**config.mk**
```make
export PLATFORM = sky130hd
export DESIGN_NAME = nubus_mstsched
export DESIGN_NICKNAME = d
export VERILOG_FILES = /design/src/rtl/nubus_mstsched.sv
export SDC_FILE = /design/constraint.sdc
export NUM_CORES = 1
export LEC_CHECK = 0
export CAP_MARGIN = 10
export CORE_AREA = 4 4 166 168
export CTS_BUF_LIST = sky130_fd_sc_hd__clkbuf_16
export CTS_CLUSTER_DIAMETER = 120
export CTS_CLUSTER_SIZE = 24
export DETAILED_ROUTE_END_ITERATION = 8
export DIE_AREA = 0 0 170 172
export GPL_TIMING_DRIVEN = 0
export MAX_ROUTING_LAYER = met4
export PLACE_DENSITY_LB_ADDON = 0.15
export SETUP_SLACK_MARGIN = 0.5
export SYNTH_ARGS = -nofsm -noshare
export SYNTH_HDL_FRONTEND = slang
export SYNTH_SLANG_ARGS = --single-unit
```
**constraint.sdc**
```tcl
create_clock -name nub_clk -period 12.7 [get_ports nub_clk]
set_input_delay 1.905 -clock nub_clk [delete_from_list [all_inputs] [get_ports nub_clk]]
set_output_delay 1.905 -clock nub_clk [all_outputs]
set_load 0.005 [all_outputs]
```
**src/rtl/nubus_mstsched.sv**
```systemverilog
// Master-side request scheduler for the NuBus controller CPU port.
// Round-robin arbitration with lock hold, try-again retry and watchdog.
module nubus_mstsched #(
    parameter int NREQ      = 4,
    parameter int RETRY_MAX = 3,
    parameter int TMO_W     = 10
) (
    input  logic                nub_clk,
    input  logic                nub_reset,
    input  logic [NREQ-1:0]     req_valid,
    input  logic [NREQ*32-1:0]  req_addr,
    input  logic [NREQ*32-1:0]  req_wdata,
    input  logic [NREQ*4-1:0]   req_write,
    input  logic [NREQ-1:0]     req_lock,
    output logic [NREQ-1:0]     req_ready,
    output logic [31:0]         req_rdata,
    output logic [1:0]          req_err,
    output logic [NREQ-1:0]     grant,
    output logic                busy,
    output logic                cpu_valid,
    output logic [31:0]         cpu_addr,
    output logic [31:0]         cpu_wdata,
    output logic [3:0]          cpu_write,
    output logic                cpu_lock,
    output logic                cpu_eclr,
    input  logic                cpu_ready,
    input  logic [31:0]         cpu_rdata,
    input  logic [3:0]          cpu_errors
);

    localparam int PW = $clog2(NREQ);
    localparam int RW = (RETRY_MAX > 0) ? $clog2(RETRY_MAX + 1) : 1;

    typedef enum logic [1:0] {IDLE, ISSUE, STATUS, CLEAR} state_t;

    state_t            state_q, state_d;
    logic [PW-1:0]     ptr_q, ptr_d;
    logic [PW-1:0]     gidx_q, gidx_d;
    logic [NREQ-1:0]   grant_q, grant_d;
    logic [31:0]       addr_q, addr_d;
    logic [31:0]       wdata_q, wdata_d;
    logic [3:0]        write_q, write_d;
    logic              lock_q, lock_d;
    logic              cpu_valid_q, cpu_valid_d;
    logic              cpu_lock_q, cpu_lock_d;
    logic              cpu_eclr_q, cpu_eclr_d;
    logic [TMO_W-1:0]  wdt_q, wdt_d;
    logic [RW-1:0]     retry_q, retry_d;
    logic              reissue_q, reissue_d;
    logic [31:0]       rdata_q, rdata_d;
    logic [NREQ-1:0]   req_ready_q, req_ready_d;
    logic [31:0]       req_rdata_q, req_rdata_d;
    logic [1:0]        req_err_q, req_err_d;

    logic              pick_found;
    logic [PW-1:0]     pick_idx;
    logic              done;
    logic [1:0]        done_err;
    logic [PW-1:0]     ptr_nxt;

    // Round-robin search upward from ptr, wrapping modulo NREQ
    always_comb begin
        int j;
        pick_found = 1'b0;
        pick_idx   = '0;
        j          = 0;
        for (int k = 0; k < NREQ; k++) begin
            j = int'(ptr_q) + k;
            if (j >= NREQ) j = j - NREQ;
            if (!pick_found && req_valid[j]) begin
                pick_found = 1'b1;
                pick_idx   = PW'(j);
            end
        end
    end

    assign ptr_nxt = (gidx_q == PW'(NREQ - 1)) ? '0 : gidx_q + PW'(1);

    // Transfer sequencing: next state, captured request and completion
    always_comb begin
        state_d     = state_q;
        ptr_d       = ptr_q;
        gidx_d      = gidx_q;
        grant_d     = grant_q;
        addr_d      = addr_q;
        wdata_d     = wdata_q;
        write_d     = write_q;
        lock_d      = lock_q;
        cpu_valid_d = cpu_valid_q;
        cpu_lock_d  = cpu_lock_q;
        cpu_eclr_d  = 1'b0;
        wdt_d       = wdt_q;
        retry_d     = retry_q;
        reissue_d   = reissue_q;
        rdata_d     = rdata_q;
        req_ready_d = '0;
        req_rdata_d = '0;
        req_err_d   = '0;
        done        = 1'b0;
        done_err    = 2'b00;

        case (state_q)
            IDLE: begin
                if (pick_found) begin
                    state_d     = ISSUE;
                    gidx_d      = pick_idx;
                    grant_d     = '0;
                    grant_d[pick_idx] = 1'b1;
                    addr_d      = req_addr[32*int'(pick_idx) +: 32];
                    wdata_d     = req_wdata[32*int'(pick_idx) +: 32];
                    write_d     = req_write[4*int'(pick_idx) +: 4];
                    lock_d      = req_lock[pick_idx];
                    cpu_valid_d = 1'b1;
                    cpu_lock_d  = req_lock[pick_idx];
                    wdt_d       = '0;
                    retry_d     = '0;
                    reissue_d   = 1'b0;
                end
            end
            ISSUE: begin
                wdt_d = wdt_q + TMO_W'(1);
                if (cpu_ready) begin
                    rdata_d     = cpu_rdata;
                    cpu_valid_d = 1'b0;
                    cpu_lock_d  = 1'b0;
                    state_d     = STATUS;
                end else if (&wdt_q) begin
                    cpu_valid_d = 1'b0;
                    cpu_lock_d  = 1'b0;
                    cpu_eclr_d  = 1'b1;
                    state_d     = CLEAR;
                    done        = 1'b1;
                    done_err    = 2'b01;
                end
            end
            STATUS: begin
                state_d    = CLEAR;
                cpu_eclr_d = 1'b1;
                if (cpu_errors == 4'b0000) begin
                    state_d    = IDLE;
                    cpu_eclr_d = 1'b0;
                    grant_d    = '0;
                    done       = 1'b1;
                end else if (cpu_errors[0]) begin
                    done     = 1'b1;
                    done_err = 2'b01;
                end else if (cpu_errors[2] && (retry_q < RW'(RETRY_MAX))) begin
                    retry_d   = retry_q + RW'(1);
                    reissue_d = 1'b1;
                end else if (cpu_errors[2]) begin
                    done     = 1'b1;
                    done_err = 2'b11;
                end else begin
                    done     = 1'b1;
                    done_err = 2'b10;
                end
            end
            CLEAR: begin
                if (reissue_q) begin
                    state_d     = ISSUE;
                    reissue_d   = 1'b0;
                    cpu_valid_d = 1'b1;
                    cpu_lock_d  = lock_q;
                    wdt_d       = '0;
                end else begin
                    state_d = IDLE;
                    grant_d = '0;
                end
            end
            default: state_d = IDLE;
        endcase

        if (done) begin
            req_ready_d = grant_q;
            req_err_d   = done_err;
            req_rdata_d = (done_err == 2'b00) ? rdata_q : 32'h0;
            ptr_d       = lock_q ? gidx_q : ptr_nxt;
        end
    end

    // State and output registers
    always_ff @(posedge nub_clk or posedge nub_reset) begin
        if (nub_reset) begin
            state_q     <= IDLE;
            ptr_q       <= '0;
            gidx_q      <= '0;
            grant_q     <= '0;
            addr_q      <= '0;
            wdata_q     <= '0;
            write_q     <= '0;
            lock_q      <= 1'b0;
            cpu_valid_q <= 1'b0;
            cpu_lock_q  <= 1'b0;
            cpu_eclr_q  <= 1'b0;
            wdt_q       <= '0;
            retry_q     <= '0;
            reissue_q   <= 1'b0;
            rdata_q     <= '0;
            req_ready_q <= '0;
            req_rdata_q <= '0;
            req_err_q   <= '0;
        end else begin
            state_q     <= state_d;
            ptr_q       <= ptr_d;
            gidx_q      <= gidx_d;
            grant_q     <= grant_d;
            addr_q      <= addr_d;
            wdata_q     <= wdata_d;
            write_q     <= write_d;
            lock_q      <= lock_d;
            cpu_valid_q <= cpu_valid_d;
            cpu_lock_q  <= cpu_lock_d;
            cpu_eclr_q  <= cpu_eclr_d;
            wdt_q       <= wdt_d;
            retry_q     <= retry_d;
            reissue_q   <= reissue_d;
            rdata_q     <= rdata_d;
            req_ready_q <= req_ready_d;
            req_rdata_q <= req_rdata_d;
            req_err_q   <= req_err_d;
        end
    end

    assign req_ready = req_ready_q;
    assign req_rdata = req_rdata_q;
    assign req_err   = req_err_q;
    assign grant     = grant_q;
    assign busy      = (state_q != IDLE);
    assign cpu_valid = cpu_valid_q;
    assign cpu_addr  = addr_q;
    assign cpu_wdata = wdata_q;
    assign cpu_write = write_q;
    assign cpu_lock  = cpu_lock_q;
    assign cpu_eclr  = cpu_eclr_q;

endmodule

```
==> impl_metrics.prom, run 1 <==
# TYPE chip_impl_metric gauge
chip_impl_metric{name="skew",unit="ns"} 0.0132
chip_impl_metric{name="fillerInstances",unit=""} 2439
chip_impl_metric{name="synth_async_sr_flop_share",unit="%"} 100
chip_impl_metric{name="layout_worst_path_cycle_share",unit="%"} 33.7
chip_impl_metric{name="cts_resized",unit=""} 0
chip_impl_metric{name="total_setup_violations_reported_at_the_end_of_the_flow",unit=""} 0
chip_impl_metric{name="grt_antenna_before_repair",unit=""} 7
chip_impl_metric{name="power.density_cell_area",unit="nW/um2"} 200
chip_impl_metric{name="total_via_count_in_the_routed_design",unit=""} 8745
chip_impl_metric{name="start_util",unit="%"} 32.7
chip_impl_info{name="start_kind",value="input port"} 1
chip_impl_info{name="status",value="finished, final reports clean"} 1
chip_impl_metric{name="r2r.worst_path.cells",unit=""} 9
chip_impl_metric{name="maxClockFrequency",unit="MHz"} 234
chip_impl_metric{name="grt_first_pass_wirelength",unit="um"} 54400
chip_impl_info{name="synth_top_family_by_area",value="compound AO/OA/AOI/OAI gates"} 1
chip_impl_metric{name="place_congestion",unit=""} 0.873
chip_impl_metric{name="first_iter_violations",unit=""} 558
chip_impl_metric{name="number_of_nets_with_antenna_violations_after_routing",unit=""} 0
chip_impl_metric{name="groute.usage.overall",unit="%"} 25.5
chip_impl_info{name="crit-reg2reg-capture",value="gidx_q[0]$_DFFE_PP0P_"} 1
chip_impl_metric{name="reg2reg_setup_slack",unit="ns"} 9.75
chip_impl_metric{name="proportion_of_layout_cells_with_a_drive_suffix_above_1",unit="%"} 8.96
chip_impl_metric{name="syn-cell-area",unit="um2"} 8480
chip_impl_metric{name="hold_violations",unit=""} 0
chip_impl_metric{name="drtPass1Iterations",unit=""} 5
chip_impl_metric{name="core_rows",unit=""} 59
chip_impl_metric{name="worst_hold_path.num_cells",unit=""} 1
chip_impl_metric{name="postSynthNetCount",unit=""} 1147
chip_impl_info{name="holdCritStartpoint",value="rdata_q[13]$_DFFE_PP0P_"} 1
chip_impl_metric{name="synth_sequential_area_ratio",unit="%"} 48.7
chip_impl_info{name="worstSetupPathType",value="input port to flop"} 1
chip_impl_metric{name="area_fraction_in_compound_gates_after_synthesis",unit="%"} 28.3
chip_impl_metric{name="ys_warn_count",unit=""} 0
chip_impl_metric{name="worst_slack",unit="ns"} 8.43
chip_impl_metric{name="leakagePower",unit="nW"} 5.62
chip_impl_info{name="critical_path.endpoint_type",value="flop"} 1
chip_impl_metric{name="post_synth_xor_area_fraction",unit="%"} 0
chip_impl_metric{name="area_growth",unit="%"} 63.5
chip_impl_metric{name="synth_area_in_adders",unit="%"} 1.18
chip_impl_metric{name="critPathMaxFanout",unit=""} 10
chip_impl_metric{name="drt_drc_violations_left",unit=""} 0
chip_impl_metric{name="clock_sink_count",unit=""} 165
chip_impl_metric{name="io-pin-count",unit=""} 433
chip_impl_metric{name="synth.ff_latch_count",unit=""} 165
chip_impl_metric{name="clock_pin_transition_on_the_worst_setup_and_hold_timing_paths",unit="ns"} 0.07
chip_impl_metric{name="max_slew.worst_pin.slew",unit="ns"} 0.917
chip_impl_info{name="ys.flop_type",value="dfrtp_1"} 1
chip_impl_metric{name="grt.overflow.total",unit=""} 0
chip_impl_info{name="regToRegStartpoint",value="state_q[0]$_DFFE_PP0P_"} 1
chip_impl_metric{name="wl_per_cell",unit="um"} 23.3
chip_impl_metric{name="maxCapViolations",unit=""} 0
chip_impl_metric{name="htree_num_levels",unit=""} 4
chip_impl_metric{name="worst_skew_pair.late_latency",unit="ns"} 0.43
chip_impl_metric{name="die_height",unit="um"} 172
chip_impl_metric{name="totalWireLength",unit="um"} 37900
chip_impl_metric{name="post_cts_hold_buffer_count",unit=""} 0
chip_impl_metric{name="post_synth_and_or_nand_nor_area_fraction",unit="%"} 11.9
chip_impl_metric{name="multiplexer_share_of_the_synthesized_area",unit="%"} 4.87
chip_impl_info{name="cts_tree",value="yes"} 1
chip_impl_metric{name="slew_headroom",unit="%"} 38.7
chip_impl_metric{name="period_minus_slack",unit="ns"} 4.27
chip_impl_metric{name="post-place-ws",unit="ns"} 7.92
chip_impl_metric{name="placement.io_buffers",unit=""} 430
chip_impl_metric{name="grt_pass1_vias",unit=""} 8915
chip_impl_metric{name="design.final.nets",unit=""} 1597
chip_impl_info{name="rsz_0062_raised_after_global_routing",value="no"} 1
chip_impl_info{name="worstHoldEndpoint",value="req_rdata[13]$_DFF_PP0_"} 1
chip_impl_metric{name="crit_arrival",unit="ns"} 4.64
chip_impl_metric{name="cts-root-to-sink-buffers",unit=""} 2
chip_impl_metric{name="synth_edf_count",unit=""} 0
chip_impl_metric{name="grt_start_max_net_pins",unit=""} 110
chip_impl_metric{name="netlist-cell-type-count",unit=""} 56
chip_impl_metric{name="post-cts-setup-buffers",unit=""} 0
chip_impl_metric{name="maxSlewViolCount",unit=""} 0
chip_impl_metric{name="fin_hold_ws",unit="ns"} 0.475
chip_impl_metric{name="die_width",unit="um"} 170
chip_impl_metric{name="total_die_area",unit="um2"} 29200
chip_impl_metric{name="tns",unit="ns"} 0
chip_impl_metric{name="viasPerCell",unit=""} 5.38
chip_impl_info{name="clock_root_buffer",value="clkbuf_16"} 1
chip_impl_info{name="worstHoldPathType",value="flop to flop"} 1
chip_impl_metric{name="core",unit="um2"} 25900
chip_impl_metric{name="required_time_at_the_endpoint_of_the_critical_path",unit="ns"} 13.06
chip_impl_metric{name="syn-instance-count",unit=""} 820
chip_impl_metric{name="detailedPlacementHpwl",unit="um"} 29300
chip_impl_metric{name="post_synth.cell_area_avg",unit="um2"} 10.3
chip_impl_metric{name="tritoncts.num_buffers",unit=""} 17
chip_impl_metric{name="vdd_drop_max",unit="mV"} 0.0909
metal layers:
metal  track usage [%]  vias to the layer above  routed length, um
met5                 -                        -                  0
met4              7.74                        0                958
met3              8.23                       46               3450
met2              42.5                      372              18800
met1              29.7                     4274              14700
li1                  -                     4053                  -
worst max-delay path by stage:
stage                       startpoint                       end  slack [ns]  cells past startpoint
after floorplan              nub_reset   cpu_addr[0]$_DFFE_PP0P_        6.33                      1
after global placement       nub_reset  cpu_wdata[9]$_DFFE_PP0P_        3.58                      2
after detailed placement  req_valid[3]     gidx_q[0]$_DFFE_PP0P_        7.92                      7
after CTS                 req_valid[3]     gidx_q[0]$_DFFE_PP0P_        8.36                      7
after global routing      req_valid[0]     gidx_q[0]$_DFFE_PP0P_        8.25                      7
final                     req_valid[3]     gidx_q[0]$_DFFE_PP0P_        8.43                      7
cells by family (layout without fill, tap and decap cells):
| kind of cell | Yosys count | count (layout) |
|---|---|---|
| other cells | 0 | 7 |
| fa+ha+maj | 8 | 8 |
| compound gates | 333 | 333 |
| mux | 37 | 37 |
| flops | 165 | 165 |
| buf+inv | 92 | 555 |
| simple gates | 185 | 185 |
worst max-delay path, cell delays in order:
cell             delay, ns
clkdlybuf4s50_1       0.69
nor4_4                0.13
nor2_1                0.71
buf_2                 0.42
buf_1                 0.47
o21ai_0               0.21
nand2_1               0.09
state kept, by name (all words and copies together), names as in the netlist:
name / count
req_err: 2
reissue_q: 1
cpu_wdata: 32
cpu_write: 4
req_ready: 4
wdt_q: 10
gidx_q: 2
cpu_eclr: 1
cpu_addr: 32
state_q: 2
cpu_valid: 1
req_rdata: 32
cpu_lock: 1
retry_q: 2
lock_q: 1
grant: 4
ptr_q: 2
rdata_q: 32
synthesized netlist by cell type, types with 2 or more instances:
cell type / count / area share, %
clkbuf_1: 36 / 1.6
mux2i_1: 3 / 0.35
o21ai_0: 74 / 4.4
and4_4: 2 / 0.27
and2_1: 37 / 2.7
or4_1: 2 / 0.18
nand4_1: 5 / 0.37
or2_1: 2 / 0.15
a221o_1: 68 / 8.0
nand2_1: 31 / 1.4
buf_1: 9 / 0.40
nor2b_1: 2 / 0.15
a31oi_1: 2 / 0.15
a21o_1: 3 / 0.27
o21ai_1: 10 / 0.59
buf_4: 2 / 0.18
mux2_2: 34 / 4.5
nor3_1: 5 / 0.30
dfrtp_1: 165 / 49
nor4_1: 2 / 0.15
a22o_1: 14 / 1.4
and3_1: 3 / 0.22
nand2b_1: 7 / 0.52
buf_2: 26 / 1.5
buf_6: 5 / 0.66
nand3_1: 74 / 4.4
a22oi_1: 2 / 0.18
inv_1: 8 / 0.35
clkbuf_2: 5 / 0.30
a21oi_1: 77 / 4.5
ha_1: 8 / 1.2
o22a_1: 68 / 7.0
nor2_1: 6 / 0.27
where the power goes:
part | switching (mW) | total (mW) | internal, mW | leakage [nW]
logic | 0.694 | 1.40 | 0.708 | 3.30
registers | 0.104 | 0.823 | 0.719 | 2.02
clock network | 0.262 | 0.547 | 0.285 | 0.298
cell usage in the layout, fill, tap and decap left out, types with 3 or more instances in the layout:
cell	count
clkdlybuf4s50_1	430
clkbuf_16	17
dfrtp_1	165
clkbuf_1	36
o21ai_1	10
a22o_1	14
nor3_1	5
inv_6	4
a221o_1	68
ha_1	8
mux2i_1	3
a21o_1	3
o21ai_0	74
o22a_1	68
nand2_1	31
buf_1	9
clkbuf_2	5
inv_1	7
mux2_2	34
and2_1	37
a21oi_1	77
nand2b_1	7
nand4_1	5
and3_1	3
clkinv_8	3
inv_8	6
nor2_1	6
diode_2	7
buf_2	26
buf_6	5
nand3_1	74
final cells by class:
class	instances	area, um2	share of cell area, %
repair buffers	431	4330	31.2
flip-flops and latches	165	4130	29.8
multi-input cells	563	3920	28.3
clock buffers	17	425	3.07
well taps	335	419	3.02
plain buffers	83	395	2.85
clock inverters	15	183	1.32
inverters	9	41.3	0.298
diodes	7	17.5	0.126
stage by stage:
step | cell area [um2] | power (mW) | std cells | utilization (%)
floorplan | 8480 | 1.59 | 820 | -
global placement | 13200 | 2.22 | 1585 | 51.0
detailed placement | 13200 | 2.24 | 1586 | 51.1
CTS | 13800 | 2.80 | 1618 | 53.4
global route | 13900 | 2.96 | 1625 | 53.5
finish | 13900 | 2.77 | 1625 | 53.5
Note: power is estimated with default switching activity, not from simulation.
==> run 2: changes to the inputs <==
- clock period: 12.7 -> 4.06 ns (I/O delays scaled with it)
==> run 2 against run 1 <==
Net effect: clock power grew to 3.1 times the previous value; highest routed layer unchanged; cell count grew 0.12%; sequential share of layout area shrank 0.088 points; cell area grew 0.30%; sequential power grew to 3.1 times the previous value; hold slack is essentially flat; setup slack lost 7.4 ns.
==> impl_metrics.prom, run 2 (synthesis gave the netlist of run 1 again) <==
# TYPE chip_impl_metric gauge
chip_impl_metric{name="required_time_at_the_endpoint_of_the_critical_path",unit="ns"} 4.43
chip_impl_metric{name="wl_per_cell",unit="um"} 23.6
chip_impl_metric{name="grt.overflow.total",unit=""} 0
chip_impl_metric{name="post_cts_hold_buffer_count",unit=""} 0
chip_impl_info{name="worstHoldEndpoint",value="req_rdata[12]$_DFF_PP0_"} 1
chip_impl_info{name="clock_root_buffer",value="clkbuf_16"} 1
chip_impl_info{name="cts_tree",value="yes"} 1
chip_impl_metric{name="maxClockFrequency",unit="MHz"} 334
chip_impl_metric{name="viasPerCell",unit=""} 5.45
chip_impl_metric{name="cts_resized",unit=""} 0
chip_impl_metric{name="clock_sink_count",unit=""} 165
chip_impl_metric{name="core_rows",unit=""} 59
chip_impl_metric{name="power.density_cell_area",unit="nW/um2"} 624
chip_impl_metric{name="placement.io_buffers",unit=""} 430
chip_impl_metric{name="drtPass1Iterations",unit=""} 5
chip_impl_metric{name="grt_start_max_net_pins",unit=""} 41
chip_impl_metric{name="die_height",unit="um"} 172
chip_impl_metric{name="drt_drc_violations_left",unit=""} 0
chip_impl_metric{name="area_growth",unit="%"} 64.0
chip_impl_metric{name="leakagePower",unit="nW"} 5.63
chip_impl_metric{name="fillerInstances",unit=""} 2357
chip_impl_info{name="final_common_cell",value="clkdlybuf4s50_1"} 1
chip_impl_metric{name="maxSlewViolCount",unit=""} 0
chip_impl_info{name="worstSetupPathType",value="input port to flop"} 1
chip_impl_metric{name="post-cts-setup-buffers",unit=""} 0
chip_impl_info{name="status",value="finished, final reports clean"} 1
chip_impl_metric{name="maxCapViolations",unit=""} 0
chip_impl_metric{name="proportion_of_layout_cells_with_a_drive_suffix_above_1",unit="%"} 9.25
chip_impl_metric{name="vdd_drop_max",unit="mV"} 0.302
chip_impl_metric{name="period_minus_slack",unit="ns"} 2.99
chip_impl_metric{name="total_die_area",unit="um2"} 29200
chip_impl_metric{name="start_util",unit="%"} 32.7
chip_impl_metric{name="slew_headroom",unit="%"} 44.6
chip_impl_info{name="start_kind",value="input port"} 1
chip_impl_metric{name="max_slew.worst_pin.slew",unit="ns"} 0.828
chip_impl_metric{name="io-pin-count",unit=""} 433
chip_impl_metric{name="crit_arrival",unit="ns"} 3.36
chip_impl_metric{name="groute.usage.overall",unit="%"} 25.6
chip_impl_metric{name="layoutNonFillerInstCount",unit=""} 1627
chip_impl_metric{name="post-place-ws",unit="ns"} 0.574
chip_impl_metric{name="total_via_count_in_the_routed_design",unit=""} 8874
chip_impl_metric{name="worst_hold_path.num_cells",unit=""} 1
chip_impl_info{name="worstHoldPathType",value="flop to flop"} 1
chip_impl_metric{name="grt_first_pass_wirelength",unit="um"} 55000
chip_impl_metric{name="clock_pin_transition_on_the_worst_setup_and_hold_timing_paths",unit="ns"} 0.08
chip_impl_metric{name="critPathMaxFanout",unit=""} 10
chip_impl_metric{name="cts-root-to-sink-buffers",unit=""} 2
chip_impl_info{name="holdCritStartpoint",value="rdata_q[12]$_DFFE_PP0P_"} 1
chip_impl_metric{name="place_congestion",unit=""} 0.901
chip_impl_metric{name="first_iter_violations",unit=""} 533
chip_impl_metric{name="detailedPlacementHpwl",unit="um"} 29300
chip_impl_metric{name="totalWireLength",unit="um"} 38400
chip_impl_metric{name="layout_worst_path_cycle_share",unit="%"} 73.7
chip_impl_metric{name="core",unit="um2"} 25900
chip_impl_metric{name="worst_slack",unit="ns"} 1.07
chip_impl_metric{name="hold_violations",unit=""} 0
chip_impl_metric{name="dpl.cell_count",unit=""} 1589
chip_impl_metric{name="htree_num_levels",unit=""} 4
chip_impl_metric{name="reg2reg_setup_slack",unit="ns"} 1.10
chip_impl_metric{name="number_of_nets_with_antenna_violations_after_routing",unit=""} 0
chip_impl_info{name="rsz_0062_raised_after_global_routing",value="no"} 1
chip_impl_info{name="critical_path.endpoint_type",value="flop"} 1
chip_impl_metric{name="tritoncts.num_buffers",unit=""} 17
chip_impl_metric{name="grt_pass1_vias",unit=""} 8958
chip_impl_info{name="mostFrequentLayoutCells",value="clkdlybuf4s50_1 (430), dfrtp_1 (165), a21oi_1 (77), o21ai_0 (74), nand3_1 (74)"} 1
chip_impl_info{name="crit-reg2reg-capture",value="gidx_q[0]$_DFFE_PP0P_"} 1
chip_impl_metric{name="layout.core_utilization",unit="%"} 53.7
chip_impl_metric{name="design.final.nets",unit=""} 1600
chip_impl_metric{name="r2r.worst_path.cells",unit=""} 9
chip_impl_info{name="regToRegStartpoint",value="state_q[0]$_DFFE_PP0P_"} 1
chip_impl_metric{name="worst_skew_pair.late_latency",unit="ns"} 0.43
chip_impl_metric{name="total_setup_violations_reported_at_the_end_of_the_flow",unit=""} 0
chip_impl_metric{name="grt_antenna_before_repair",unit=""} 5
chip_impl_metric{name="fin_hold_ws",unit="ns"} 0.475
chip_impl_metric{name="die_width",unit="um"} 170
chip_impl_metric{name="skew",unit="ns"} 0.0159
## run 2: power breakdown
part,internal (mW),switching (mW),total (mW)
combinational,2.22,2.21,4.43
clock,0.835,0.843,1.68
sequential,2.25,0.318,2.57
total,5.31,3.37,8.68
## run 2: worst max path at each step
stage	start	to
detailed placement	req_valid[3]	gidx_q[0]$_DFFE_PP0P_
finish	req_valid[3]	gidx_q[0]$_DFFE_PP0P_
global placement	nub_reset	cpu_wdata[13]$_DFFE_PP0P_
CTS	req_valid[3]	gidx_q[0]$_DFFE_PP0P_
global route	state_q[0]$_DFFE_PP0P_	gidx_q[0]$_DFFE_PP0P_
floorplan	nub_reset	cpu_addr[0]$_DFFE_PP0P_
## run 2: critical path, stage by stage
cell and delay (ns):
clkdlybuf4s50_1 0.70, nor4_4 0.13, nor2_1 0.65, buf_2 0.42, buf_1 0.53, o21ai_0 0.21
nand2_1 0.09
## run 2: per-layer routing
| layer | track usage, % | vias up | routed length, um |
|---|---|---|---|
| li1 | - | 4052 | - |
| met1 | 30.3 | 4347 | 15000 |
| met2 | 41.8 | 414 | 18700 |
| met3 | 8.32 | 61 | 3680 |
| met4 | 8.26 | 0 | 994 |
| met5 | - | - | 0 |
## run 2: cell type report
type / instances / area [um2] / share of cell area (%)
multi-input combinational: 563 / 3920 / 28.2
timing repair buffer: 434 / 4380 / 31.5
buffer: 83 / 395 / 2.84
tap: 335 / 419 / 3.01
inverter: 9 / 37.5 / 0.270
clock inverter: 15 / 178 / 1.28
clock buffer: 17 / 425 / 3.06
sequential: 165 / 4130 / 29.7
antenna: 6 / 15.0 / 0.108
## run 2: metrics by stage
stage	total power [mW]	cell area, um2	setup TNS [ns]
after floorplan	4.98	8480	0
after global placement	6.96	13200	-45.63
after detailed placement	7.04	13300	0
after CTS	8.75	13900	0
after global routing	9.24	13900	0
final	8.68	13900	0
==> run 3: changes to the inputs <==
- clock period: 4.06 -> 2.48 ns (I/O delays scaled with it)
==> run 3 against run 2 <==
Net effect: clock power rose by 64%; setup slack got worse by 0.52 ns; critical path type is now flop to flop; combinational power increased by 81%; cell area is 4.0% higher; largest cell class unchanged.
==> impl_metrics.prom, run 3 (synthesis gave the netlist of run 1 again) <==
# TYPE chip_impl_metric gauge
chip_impl_info{name="status",value="finished, final reports clean"} 1
chip_impl_metric{name="grt_start_max_net_pins",unit=""} 41
chip_impl_metric{name="comb_power_share",unit="%"} 53.4
chip_impl_info{name="clock_root_buffer",value="clkbuf_16"} 1
chip_impl_metric{name="proportion_of_layout_cells_with_a_drive_suffix_above_1",unit="%"} 15.6
chip_impl_metric{name="layout.core_utilization",unit="%"} 55.8
chip_impl_info{name="worst_path_dominant_cell_family",value="simple AND/OR/NAND/NOR gates"} 1
chip_impl_metric{name="layout_worst_path_cycle_share",unit="%"} 77.9
chip_impl_info{name="rsz_0062_raised_after_global_routing",value="yes"} 1
chip_impl_metric{name="wl_per_cell",unit="um"} 23.8
chip_impl_metric{name="total_setup_violations_reported_at_the_end_of_the_flow",unit=""} 0
chip_impl_metric{name="start_util",unit="%"} 32.7
chip_impl_metric{name="maxSlewViolCount",unit=""} 0
chip_impl_info{name="critical_path.endpoint_type",value="flop"} 1
chip_impl_metric{name="drtPass1Iterations",unit=""} 5
chip_impl_metric{name="grt_pass1_vias",unit=""} 9070
chip_impl_metric{name="total_die_area",unit="um2"} 29200
chip_impl_metric{name="htree_num_levels",unit=""} 4
chip_impl_metric{name="design.final.nets",unit=""} 1623
chip_impl_metric{name="groute.usage.overall",unit="%"} 25.8
chip_impl_metric{name="maxCapViolations",unit=""} 0
chip_impl_info{name="timing.critical_path.slowest_stage_cell",value="dfrtp_2"} 1
chip_impl_metric{name="post-place-ws",unit="ns"} -0.769
chip_impl_info{name="mostFrequentLayoutCells",value="clkdlybuf4s50_1 (426), dfrtp_1 (163), a21oi_1 (74), nand3_1 (74), o21ai_0 (70)"} 1
chip_impl_metric{name="tns",unit="ns"} 0
chip_impl_metric{name="cellInternalPower",unit="mW"} 9.21
chip_impl_info{name="cts_tree",value="yes"} 1
chip_impl_metric{name="area_growth",unit="%"} 70.5
chip_impl_metric{name="max_slew.worst_pin.slew",unit="ns"} 0.576
chip_impl_metric{name="p_sw_share",unit="%"} 38.4
chip_impl_metric{name="leakagePower",unit="nW"} 5.92
chip_impl_metric{name="worst_skew_pair.late_latency",unit="ns"} 0.44
chip_impl_metric{name="drt_drc_violations_left",unit=""} 0
chip_impl_metric{name="skew",unit="ns"} 0.0220
chip_impl_metric{name="power.switching",unit="mW"} 5.75
chip_impl_metric{name="path_buf_inv",unit=""} 2
chip_impl_metric{name="place_congestion",unit=""} 0.901
chip_impl_info{name="worstSetupPathType",value="flop to flop"} 1
chip_impl_info{name="final_common_cell",value="clkdlybuf4s50_1"} 1
chip_impl_metric{name="core_rows",unit=""} 59
chip_impl_metric{name="grt_first_pass_wirelength",unit="um"} 55500
chip_impl_metric{name="die_width",unit="um"} 170
chip_impl_metric{name="tritoncts.num_buffers",unit=""} 17
chip_impl_metric{name="maxClockFrequency",unit="MHz"} 518
chip_impl_metric{name="slew_headroom",unit="%"} 61.6
chip_impl_metric{name="vdd_drop_max",unit="mV"} 0.492
chip_impl_metric{name="sequentialPowerShare",unit="%"} 28.2
chip_impl_metric{name="worst_slack",unit="ns"} 0.549
chip_impl_metric{name="crit_arrival",unit="ns"} 2.30
chip_impl_metric{name="clkPwrFrac",unit="%"} 18.4
chip_impl_metric{name="critPathMaxStageDelay",unit="ns"} 0.47
chip_impl_metric{name="totalWireLength",unit="um"} 39200
chip_impl_metric{name="clock_sink_count",unit=""} 165
chip_impl_metric{name="viasPerCell",unit=""} 5.45
chip_impl_metric{name="power.density_cell_area",unit="nW/um2"} 1040
chip_impl_metric{name="die_height",unit="um"} 172
chip_impl_metric{name="io-pin-count",unit=""} 433
chip_impl_metric{name="first_iter_violations",unit=""} 509
chip_impl_metric{name="grt_antenna_before_repair",unit=""} 5
chip_impl_info{name="cp_cell_sequence",value="buf_6, ha_4, o21bai_4, a22o_1, buf_6, or4_1, nand2_1, a22o_1"} 1
chip_impl_metric{name="grt.overflow.total",unit=""} 0
chip_impl_metric{name="period_minus_slack",unit="ns"} 1.93
chip_impl_metric{name="required_time_at_the_endpoint_of_the_critical_path",unit="ns"} 2.85
chip_impl_metric{name="number_of_nets_with_antenna_violations_after_routing",unit=""} 0
chip_impl_metric{name="placement.io_buffers",unit=""} 430
chip_impl_metric{name="cts-root-to-sink-buffers",unit=""} 2
chip_impl_metric{name="layoutNonFillerInstCount",unit=""} 1649
chip_impl_info{name="start_kind",value="flop"} 1
chip_impl_metric{name="seqCellArea",unit="um2"} 4130
chip_impl_metric{name="total_via_count_in_the_routed_design",unit=""} 8983
chip_impl_metric{name="clock_pin_transition_on_the_worst_setup_and_hold_timing_paths",unit="ns"} 0.08
chip_impl_info{name="worstHoldPathType",value="input port to flop"} 1
chip_impl_metric{name="detailedPlacementHpwl",unit="um"} 29300
chip_impl_metric{name="core",unit="um2"} 25900
chip_impl_metric{name="dpl.cell_count",unit=""} 1589
chip_impl_metric{name="fillerInstances",unit=""} 2315
chip_impl_metric{name="area_used_by_multi_input_combinational_logic",unit="um2"} 4090
chip_impl_metric{name="hold_violations",unit=""} 0
chip_impl_metric{name="critPathMaxFanout",unit=""} 9
-- run 3: worst paths after layout --
kind | depth (start not counted) | slack [ns] | end | from
max | 8 | 0.55 | wdt_q[6]$_DFFE_PP0P_ | state_q[0]$_DFFE_PP0P_
min | 2 | 0.32 | grant[2]$_DFFE_PP0P_ | req_valid[2]
max reg2reg | 8 | 0.55 | wdt_q[6]$_DFFE_PP0P_ | state_q[0]$_DFFE_PP0P_
min reg2reg | 1 | 0.47 | req_rdata[12]$_DFF_PP0_ | rdata_q[12]$_DFFE_PP0P_
max in group asynchronous | 4 | 1.29 | cpu_addr[30]$_DFFE_PP0P_ | nub_reset
min in group asynchronous | 2 | 0.33 | req_rdata[18]$_DFF_PP0_ | nub_reset
-- run 3: final cells by class --
type	instances	share of cell area, %
well taps	335	2.90
repair buffers	457	31.8
multi-input cells	563	28.3
flip-flops and latches	165	28.6
diodes	5	0.0865
inverters	9	0.312
plain buffers	83	3.86
clock buffers	17	2.94
clock inverters	15	1.23
-- run 3: routing by layer --
| layer | track usage [%] | part of all wire [%] |
|---|---|---|
| met3 | 8.02 | 9.2 |
| met2 | 42.4 | 49 |
| met1 | 30.4 | 39 |
| met4 | 8.51 | 2.7 |
| met5 | - | 0 |
-- run 3: power groups by stage --
stage	registers [mW]	logic, mW	clock network [mW]
after floorplan	4.23	3.93	0
after global placement	4.23	7.18	0
after detailed placement	4.25	7.27	0
after CTS	4.20	7.62	2.80
after global routing	4.34	8.62	2.91
final	4.21	8.00	2.76
-- run 3: repair_timing --
action                                  4_1_cts  5_1_grt
endpoints found under the setup margin      144      121
gates resized for setup                      70       77
hold buffers                                  0        0
pin swaps                                     6        9
cloned                                        0        2
setup buffers                                11       10
endpoints found under the hold margin         0        0
-- run 3: metrics by stage --
stage / total power, mW / hold WS (ns) / area (um2)
finish: 15.0 / 0.320 / 14500
floorplan: 8.15 / 0.447 / 8480
CTS: 14.6 / 0.296 / 14100
global route: 15.9 / 0.338 / 14500
global placement: 11.4 / 0.454 / 13200
detailed placement: 11.5 / 0.461 / 13300
